<file path="config.mk">
export PLATFORM = sky130hd
export DESIGN_NAME = brute_sequencer
export DESIGN_NICKNAME = d
export VERILOG_FILES = /design/src/rtl/brute_sequencer.sv
export SDC_FILE = /design/constraint.sdc
export NUM_CORES = 1
export LEC_CHECK = 0
export CAP_MARGIN = 15
export CORE_MARGIN = 1
export CORE_UTILIZATION = 56
export CTS_BUF_LIST = sky130_fd_sc_hd__clkbuf_4 sky130_fd_sc_hd__clkbuf_8
export CTS_CLUSTER_SIZE = 28
export DETAILED_ROUTE_END_ITERATION = 8
export GPL_ROUTABILITY_DRIVEN = 1
export HOLD_SLACK_MARGIN = 0.12
export MAX_ROUTING_LAYER = met4
export PLACE_DENSITY_LB_ADDON = 0.3
export SYNTH_ARGS = -nofsm -noshare
export SYNTH_HDL_FRONTEND = slang
export SYNTH_SLANG_ARGS = --single-unit
</file>
<file path="constraint.sdc">
create_clock -name clk -period 3 [get_ports clk]
set_clock_uncertainty 0.1 [all_clocks]
set_input_delay 0.45 -clock clk [delete_from_list [all_inputs] [get_ports clk]]
set_output_delay 0.45 -clock clk [all_outputs]
set_load 0.1 [all_outputs]
</file>
<file path="src/rtl/brute_sequencer.sv">
// brute_sequencer: sweeps candidates cand_min..cand_max, sending each one LSB-first to the UART TX and waiting for match, mismatch or timeout.
// Latency: one cycle per accepted TX byte, then up to TIMEOUT_CYC cycles of response wait, then one cycle to advance.
// Backpressure: tx_data is held while tx_ready is low. Optional macro BRUTE_RETRY_EN resends a timed-out candidate up to MAX_RETRY times.
module brute_sequencer #(
  parameter int CAND_BYTES  = 1,
  parameter int TIMEOUT_CYC = 100000,
  parameter int CNT_W       = 32,
  parameter int MAX_RETRY   = 2
) (
  input  logic                    clk,
  input  logic                    rst,
  input  logic                    start,
  input  logic                    abort,
  input  logic [8*CAND_BYTES-1:0] cand_min,
  input  logic [8*CAND_BYTES-1:0] cand_max,
  output logic [7:0]              tx_data,
  output logic                    tx_valid,
  input  logic                    tx_ready,
  input  logic                    rx_valid,
  input  logic                    match,
  output logic                    busy,
  output logic                    done,
  output logic                    found,
  output logic [8*CAND_BYTES-1:0] found_cand,
  output logic [CNT_W-1:0]        attempts
);

  localparam int CW = 8 * CAND_BYTES;
  localparam int IW = (CAND_BYTES > 1) ? $clog2(CAND_BYTES) : 1;
  localparam int TW = (TIMEOUT_CYC > 1) ? $clog2(TIMEOUT_CYC) : 1;
  localparam logic [IW-1:0] LAST_IDX = IW'(CAND_BYTES - 1);
  localparam logic [TW-1:0] TMO_LAST = TW'(TIMEOUT_CYC - 1);

  typedef enum logic [2:0] {IDLE, SEND, WAIT_RESP, NEXT, DONE} state_t;

  state_t           state;
  state_t           state_nxt;
  logic [CW-1:0]    cand;
  logic [CW-1:0]    cand_hi;
  logic [IW-1:0]    idx;
  logic [TW-1:0]    timer;
  logic             timeout;
  logic             retry_go;
  logic             abort_hit;
  logic [CNT_W-1:0] attempts_inc;

  assign timeout      = (timer == TMO_LAST);
  assign abort_hit    = abort && (state != IDLE);
  // attempts sticks at all-ones rather than wrapping
  assign attempts_inc = (&attempts) ? attempts : attempts + CNT_W'(1);

`ifdef BRUTE_RETRY_EN
  localparam int RW = (MAX_RETRY > 0) ? $clog2(MAX_RETRY + 1) : 1;

  logic [RW-1:0] retry_cnt;

  assign retry_go = timeout && (retry_cnt < RW'(MAX_RETRY));

  // Count resends of the current candidate; cleared whenever a new candidate or sweep begins
  always_ff @(posedge clk or posedge rst) begin
    if (rst) begin
      retry_cnt <= '0;
    end else if (state == IDLE || state == NEXT) begin
      retry_cnt <= '0;
    end else if (state == WAIT_RESP && !abort && !match && !rx_valid && retry_go) begin
      retry_cnt <= retry_cnt + RW'(1);
    end
  end
`else
  assign retry_go = 1'b0;
`endif

  // State register
  always_ff @(posedge clk or posedge rst) begin
    if (rst) begin
      state <= IDLE;
    end else begin
      state <= state_nxt;
    end
  end

  // Next-state and output decode; abort overrides every other transition
  always_comb begin
    state_nxt = state;
    tx_valid  = 1'b0;
    done      = 1'b0;
    busy      = (state != IDLE);
    tx_data   = 8'(cand >> {idx, 3'b000});
    case (state)
      IDLE: begin
        if (start) begin
          state_nxt = (cand_min > cand_max) ? DONE : SEND;
        end
      end
      SEND: begin
        tx_valid = 1'b1;
        if (tx_ready && idx == LAST_IDX) begin
          state_nxt = WAIT_RESP;
        end
      end
      WAIT_RESP: begin
        if (match) begin
          state_nxt = DONE;
        end else if (rx_valid) begin
          state_nxt = NEXT;
        end else if (timeout) begin
          state_nxt = retry_go ? SEND : NEXT;
        end
      end
      NEXT: begin
        state_nxt = (cand == cand_hi) ? DONE : SEND;
      end
      DONE: begin
        done      = 1'b1;
        state_nxt = IDLE;
      end
      default: begin
        state_nxt = IDLE;
      end
    endcase
    if (abort_hit) begin
      state_nxt = IDLE;
    end
  end

  // Candidate, byte index, timer and result registers
  always_ff @(posedge clk or posedge rst) begin
    if (rst) begin
      cand       <= '0;
      cand_hi    <= '0;
      idx        <= '0;
      timer      <= '0;
      found      <= 1'b0;
      found_cand <= '0;
      attempts   <= '0;
    end else if (abort_hit) begin
      found <= 1'b0;
    end else begin
      case (state)
        IDLE: begin
          if (start) begin
            cand       <= cand_min;
            cand_hi    <= cand_max;
            idx        <= '0;
            found      <= 1'b0;
            found_cand <= '0;
            attempts   <= '0;
          end
        end
        SEND: begin
          if (tx_ready) begin
            if (idx == LAST_IDX) begin
              idx   <= '0;
              timer <= '0;
            end else begin
              idx <= idx + IW'(1);
            end
          end
        end
        WAIT_RESP: begin
          timer <= timer + TW'(1);
          if (match) begin
            found      <= 1'b1;
            found_cand <= cand;
            attempts   <= attempts_inc;
          end
        end
        NEXT: begin
          attempts <= attempts_inc;
          // compare before incrementing so an all-ones cand_max never wraps
          if (cand != cand_hi) begin
            cand <= cand + CW'(1);
          end
        end
        default: begin
        end
      endcase
    end
  end

endmodule

</file>
## Word level (Yosys, flattened, before mapping)

Index checks and enable logic that the tools add are counted.

- Add/subtract/negate cells: 4
- Bitwise logic cells: 2
- Shifts and indexed selects: 1
- Order comparisons: 1
- Equality and inequality tests: 16
- Multiplexer cells: 31
- Reductions and logical operators: 19

Operators by type and width:

| operator | count |
|---|---|
| $mux 32 | 3 |
| $pmux 32 s3 | 1 |
| $mux 17 | 2 |
| $pmux 17 s2 | 1 |
| $add 32x1->32 const B | 1 |
| $mux 8 | 4 |
| $pmux 8 s2 | 2 |
| $reduce_and 32->1 | 1 |
| $mux 3 | 8 |
| $reduce_and 4->1 | 5 |
| $add 17x1->17 const B | 1 |
| $eq 17x17->1 const B | 1 |
| $pmux 3 s4 | 1 |
| $ne 2x2->1 const B | 5 |
| $ne 3x3->1 const B | 3 |
| $reduce_and 3->1 | 3 |
| $reduce_bool 3->1 | 3 |
| $add 8x1->8 const B | 1 |
| $eq 8x8->1 | 1 |
| $gt 8x8->1 | 1 |
| $ne 8x8->1 | 1 |
| $reduce_bool 2->1 | 4 |
| $shr 8x4->8 | 1 |
| $mux 1 | 7 |
| other kinds (9) | 13 |

- Input port bits: 23
- Flip-flop bits (word level): 78
- Logic and storage cells: 82

## Depth between registers and ports, before layout

Gate-level depths: netlist (run 1).

- Depth after elaboration: 6
- Mapped depth: 8
- Depth with buffers taken out: 7

## Least setup slack after synthesis (run 1)

No wires, ideal clock.

- Path type: register to output
- From: reg state[2]
- To: out done
- Buffers on the path: 1
- Setup slack: -0.325 ns
- Arrival: 2.775 ns
- Cell stages (with the launch flop): 4
- Cell sequence: dfrtp_1 -> buf_4 -> clkinv_1 -> nor3_1

- Longest elaborated chain between the ends: 2

Ends and longest elaborated chain:

| element | line | RTL |
|---|---|---|
| start: declaration | 36 | `state_t state;` |
| start signal: assignment | 78 | `state <= state_nxt;` |
| $eq 3x3->1 | 89 | `case (state)` |
| $mux 1 | 89 |  |
| end: declaration | 22 | `output logic done,` |

No other way between the ends.

## Final worst setup path (run 1)

- From: reg state[0]
- To: reg attempts[27]

- Longest elaborated chain between the ends: 4
- Elaborated cells on any way between the ends: 11
- Classes of those cells: eq/ne: 4; mux: 1; bitwise: 1; reduce/logical: 5

Ends and longest elaborated chain:

| element | line | RTL |
|---|---|---|
| parallel branches: the longest is 4 deep, another holds $reduce_and 4->1 | - |  |
| end signal: assignment | 165 | `attempts <= attempts_inc;` |
| end signal: assignment | 169 | `attempts <= attempts_inc;` |
| end: declaration | 25 | `output logic [CNT_W-1:0] attempts` |

Several ways; the timed one is not identified.
A chain may end at the register's enable or synchronous reset.

==> impl.org, run 1 <==
** Status
- Outcome :: completed

** Worst setup path
- Worst Setup Start Kind :: flop
- Arrival time reported for the critical path endpoint :: roughly 2.8 ns
- In this run the worst path has a maximum fanout of 15.
- The critical path in this run is classified as reg2reg.
- Delay-heaviest family, CP :: simple AND/OR/NAND/NOR gates
- The signal on the critical path passes through or3b_4, o21ai_2, nand3_1, or4_1, mux2i_1.
- CP Buf/Inv Count :: 0
- The worst setup path is captured at a flop.
- Among all stages on the critical path, the largest delay is contributed by sky130_fd_sc_hd__or4_1.
- For the worst setup path, the data required time is roughly 3.2 ns.
- Crit-path max cell delay :: approximately 0.6 ns

** Clock tree
- TritonCTS clock tree :: done
- The number of gates resized after CTS was 0.
- The cell sitting at the root of the clock tree is a sky130_fd_sc_hd__clkbuf_8.
- Counting every sink on the clock net gives 77.
- Max Root-Sink Buffers :: 2
- Post-CTS repair timing setup buffer count :: 0
- H-Tree Depth :: 3
- In this run, CTS created clock tree buffers numbering 9.
- Clk pin slew, worst setup/hold paths :: roughly 0.09 ns
- Skew-Pair Late Insertion Delay :: between 0.3 and 0.4 ns
- CTS Hold Bufs :: 0

** Die
- The region available for standard cell placement spans ~7800 sq um.
- Row cnt :: 32
- Floorplan die area :: 8559 sq um
- Chip height :: 92.52 microns
- During I/O placement, the number of pins put on the boundary was between 70 and 80.
- Initial cell density of the core :: 58.77%
- Die boundary width :: between 90 and 100 microns

** Detailed routing
- Wire segments on met3 add up to a little over 700 microns in the final route.
- The highest metal layer carrying signal wires in the routed design is met4.
- Antenna Violating Nets Remaining :: 0
- Number of design rule violations left after detail routing :: 0
- After detailed routing, the total wire length is between 10 and 15 mm.
- After detailed routing, the number of vias per cell comes to ~6.4.
- Met2 wirelength from detailed routing :: about 5.7 mm
- After detailed routing, the average wire length per cell comes to 17.29 microns.
- After the first detailed-routing iteration, the DRC count stood at between 200 and 300.
- Routed vias :: between 4,000 and 5,000
- Initial DRT Pass Iterations :: 5
- After detailed routing, the wire length on met1 is roughly 5.1 mm.

** STA
- Final critical path time including I/O delays and setup :: ~2.6 ns
- Period Utilization, post-route :: 87.38%
- Setup violations remaining at the end of the flow were counted as 0.
- Setup repair after global routing left no endpoint under its margin.
- At the pin with the least slew margin, the transition time is between 0.5 and 0.6 ns.
- Based on the critical path, the design can be clocked at up to roughly 380 MHz.
- Slew Viols, Final :: 0
- The number of hold-slack violations in the final timing report was 0.
- In the final timing run, aggregate negative setup slack is 0 ns.
- Worst slew slack as a fraction of its limit :: roughly three fifths

** Cells and area
- The number of antenna diodes in the final layout is 0.
- Layout cell share with drive strength beyond 1 :: about 17%
- Relative to the synthesized area, the layout overhead comes to 19.39%.
- With fillers left out, the area of the finished cells amounts to ~5500 sq um.
- Fill count :: 620
- For this run, the post-layout net count is 612.

** GRT
- The number of global-route vias before repair came to between 4,000 and 5,000.
- First-pass GRT wire length :: a little under 20 mm
- All-Layer GR Usage :: 29.75%
- After global routing the overflow that remains totals 0.
- Entering global routing, the biggest net connects between 70 and 80 pins.
- The number of antenna violations at the first check in global routing was 0.

** Placed design
- The congestion estimate from routability-driven global placement came to 0.8937.
- During placement, the flow inserted port buffers numbering between 70 and 80.
- The placed instances occupy a cell area of about 5300 sq um.
- Detailed placement ended at an HPWL of about 8.5 mm.

** Synth
- Predominant post-synthesis flop cell :: sky130_fd_sc_hd__dfrtp_1
- Post-synthesis async set-or-reset flop share :: 100.0%
- sky130_fd_sc_hd__dfrtp_1 takes more of the synthesized area than any other cell.
- Net Count, Synth :: 541
- Proportion of netlist area held by the largest area contributor :: a little over two fifths
- Sorting the synthesized cells by how often they occur yields 77 x sky130_fd_sc_hd__dfrtp_1, 58 x sky130_fd_sc_hd__nand2_1, 33 x sky130_fd_sc_hd__nor2_1, 30 x sky130_fd_sc_hd__nand3_1, 27 x sky130_fd_sc_hd__o21ai_0.
- Post-synthesis sequential area ratio :: 42.00%
- Post-synthesis area per instance :: between 9 and 10 sq um
- Syn Std Cell Area :: around 4600 sq um
- Among all cell types in the netlist, the one instantiated most often is sky130_fd_sc_hd__dfrtp_1.
- Count of flip-flops with a built-in enable after synthesis :: 0
- The synthesized netlist contains 65 unique library cells.
- Syn Inst Count :: ~510
- Sorting the synthesized cells by area gives the leading types as sky130_fd_sc_hd__dfrtp_1 42%, sky130_fd_sc_hd__nand2_1 4.7%, sky130_fd_sc_hd__nand3_1 3.3%.
- Counting flops and latches in the post-synthesis netlist gives between 70 and 80.
- Synthesis Warnings :: 0

** Job
- Across the run, the number of max-cap violations was 0.

** Power
- Largest voltage drop on the vdd net :: about 0.00092 V
- Leakage component of the power :: around 2.4 nW
- In this run the power density over the cells is 740.3 nW/um^2.

** Worst hold path
- The worst hold path belongs to the class in2async.
-- routing by layer --
layer | global-route usage, % | vias to the layer above
li1 | - | 2048
met1 | 38.14 | 2117
met2 | 46.79 | 179
met3 | 5.172 | 30
met4 | 12.24 | 0
met5 | - | -
-- where the power goes --
part           internal [W]  total, W  switching, W
Combinational      0.000489   0.00181       0.00132
Clock              0.000380  0.000784      0.000404
Sequential          0.00120   0.00146      0.000258
-- cells by family (layout without fill, tap and decap cells) --
kind of cell | count (synthesis) | count (layout) | share of synthesized area [%]
simple gates | 236 | 236 | 28.25
mux | 4 | 4 | 0.8999
compound gates | 117 | 117 | 17.78
xor+xnor | 18 | 18 | 3.436
flops | 77 | 77 | 42.00
buf+inv | 44 | 120 | 4.636
fa+ha+maj | 11 | 11 | 3.000
-- worst register-to-register path: cells and delay by family, from the launching register on --
kind	cells	cell delay [ns]
AO/OA/AOI/OAI	1	0.21
multiplexers	1	0.14
flip-flops	1	0.55
AND/OR/NAND/NOR	3	1.53
-- sequential cells by signal (all words and copies together) (netlist names) --
signal	count
found_cand	8
cand	8
timer	17
state	3
attempts	32
cand_hi	8
found	1
-- stage by stage --
step | power, W | cells | utilization, % | hold WS, ns | setup WS [ns]
global route | 0.004234 | 685 | 70.16 | 0.4308 | 0.2555
global placement | 0.003220 | 669 | 67.72 | 0.3828 | 0.1517
finish | 0.004055 | 685 | 70.16 | 0.3673 | 0.3785
floorplan | 0.002821 | 507 | - | 0.3668 | 0.2392
detailed placement | 0.003270 | 669 | 67.72 | 0.3923 | 0.06410
CTS | 0.004044 | 685 | 70.16 | 0.4080 | 0.4413
-- placed cells by master (no fill, tap or decap), types with 17 or more instances in the layout --
| cell | n |
|---|---|
| sky130_fd_sc_hd__a21oi_1 | 26 |
| sky130_fd_sc_hd__nand4_1 | 20 |
| sky130_fd_sc_hd__inv_1 | 17 |
| sky130_fd_sc_hd__dfrtp_1 | 77 |
| sky130_fd_sc_hd__buf_4 | 62 |
| sky130_fd_sc_hd__clkdlybuf4s50_1 | 22 |
| sky130_fd_sc_hd__or4_1 | 19 |
| sky130_fd_sc_hd__nand2_1 | 58 |
| sky130_fd_sc_hd__nor2_1 | 32 |
| sky130_fd_sc_hd__nand3_1 | 30 |
| sky130_fd_sc_hd__o21ai_0 | 27 |
-- worst paths after layout --
kind | start | end | slack, ns | depth (start not counted)
max in group asynchronous | rst | timer[7] | 2.07 | 3
min | rst | attempts[16] | 0.37 | 3
min reg2reg | found_cand[7] | found_cand[7] | 0.41 | 1
min in group clk | found_cand[7] | found_cand[7] | 0.41 | 1
max | state[0] | attempts[27] | 0.38 | 5
max reg2reg | state[0] | attempts[27] | 0.38 | 5
-- final cells by class --
type,count,area [sq um],share of cell area (%)
repair buffers,85,705.7,12.88
clock buffers,9,123.9,2.261
multi-input cells,386,2456,44.84
inverters,19,71.32,1.302
flip-flops and latches,77,1927,35.18
well taps,102,127.6,2.330
clock inverters,7,66.31,1.211
Note: power is estimated with default switching activity, not from simulation.
==> run 2: changes to the inputs <==
Settings changed: SKIP_CTS_REPAIR_TIMING set to 1.
==> results of run 2 <==
The final DEF is identical to that of run 1; final timing and power are the same.
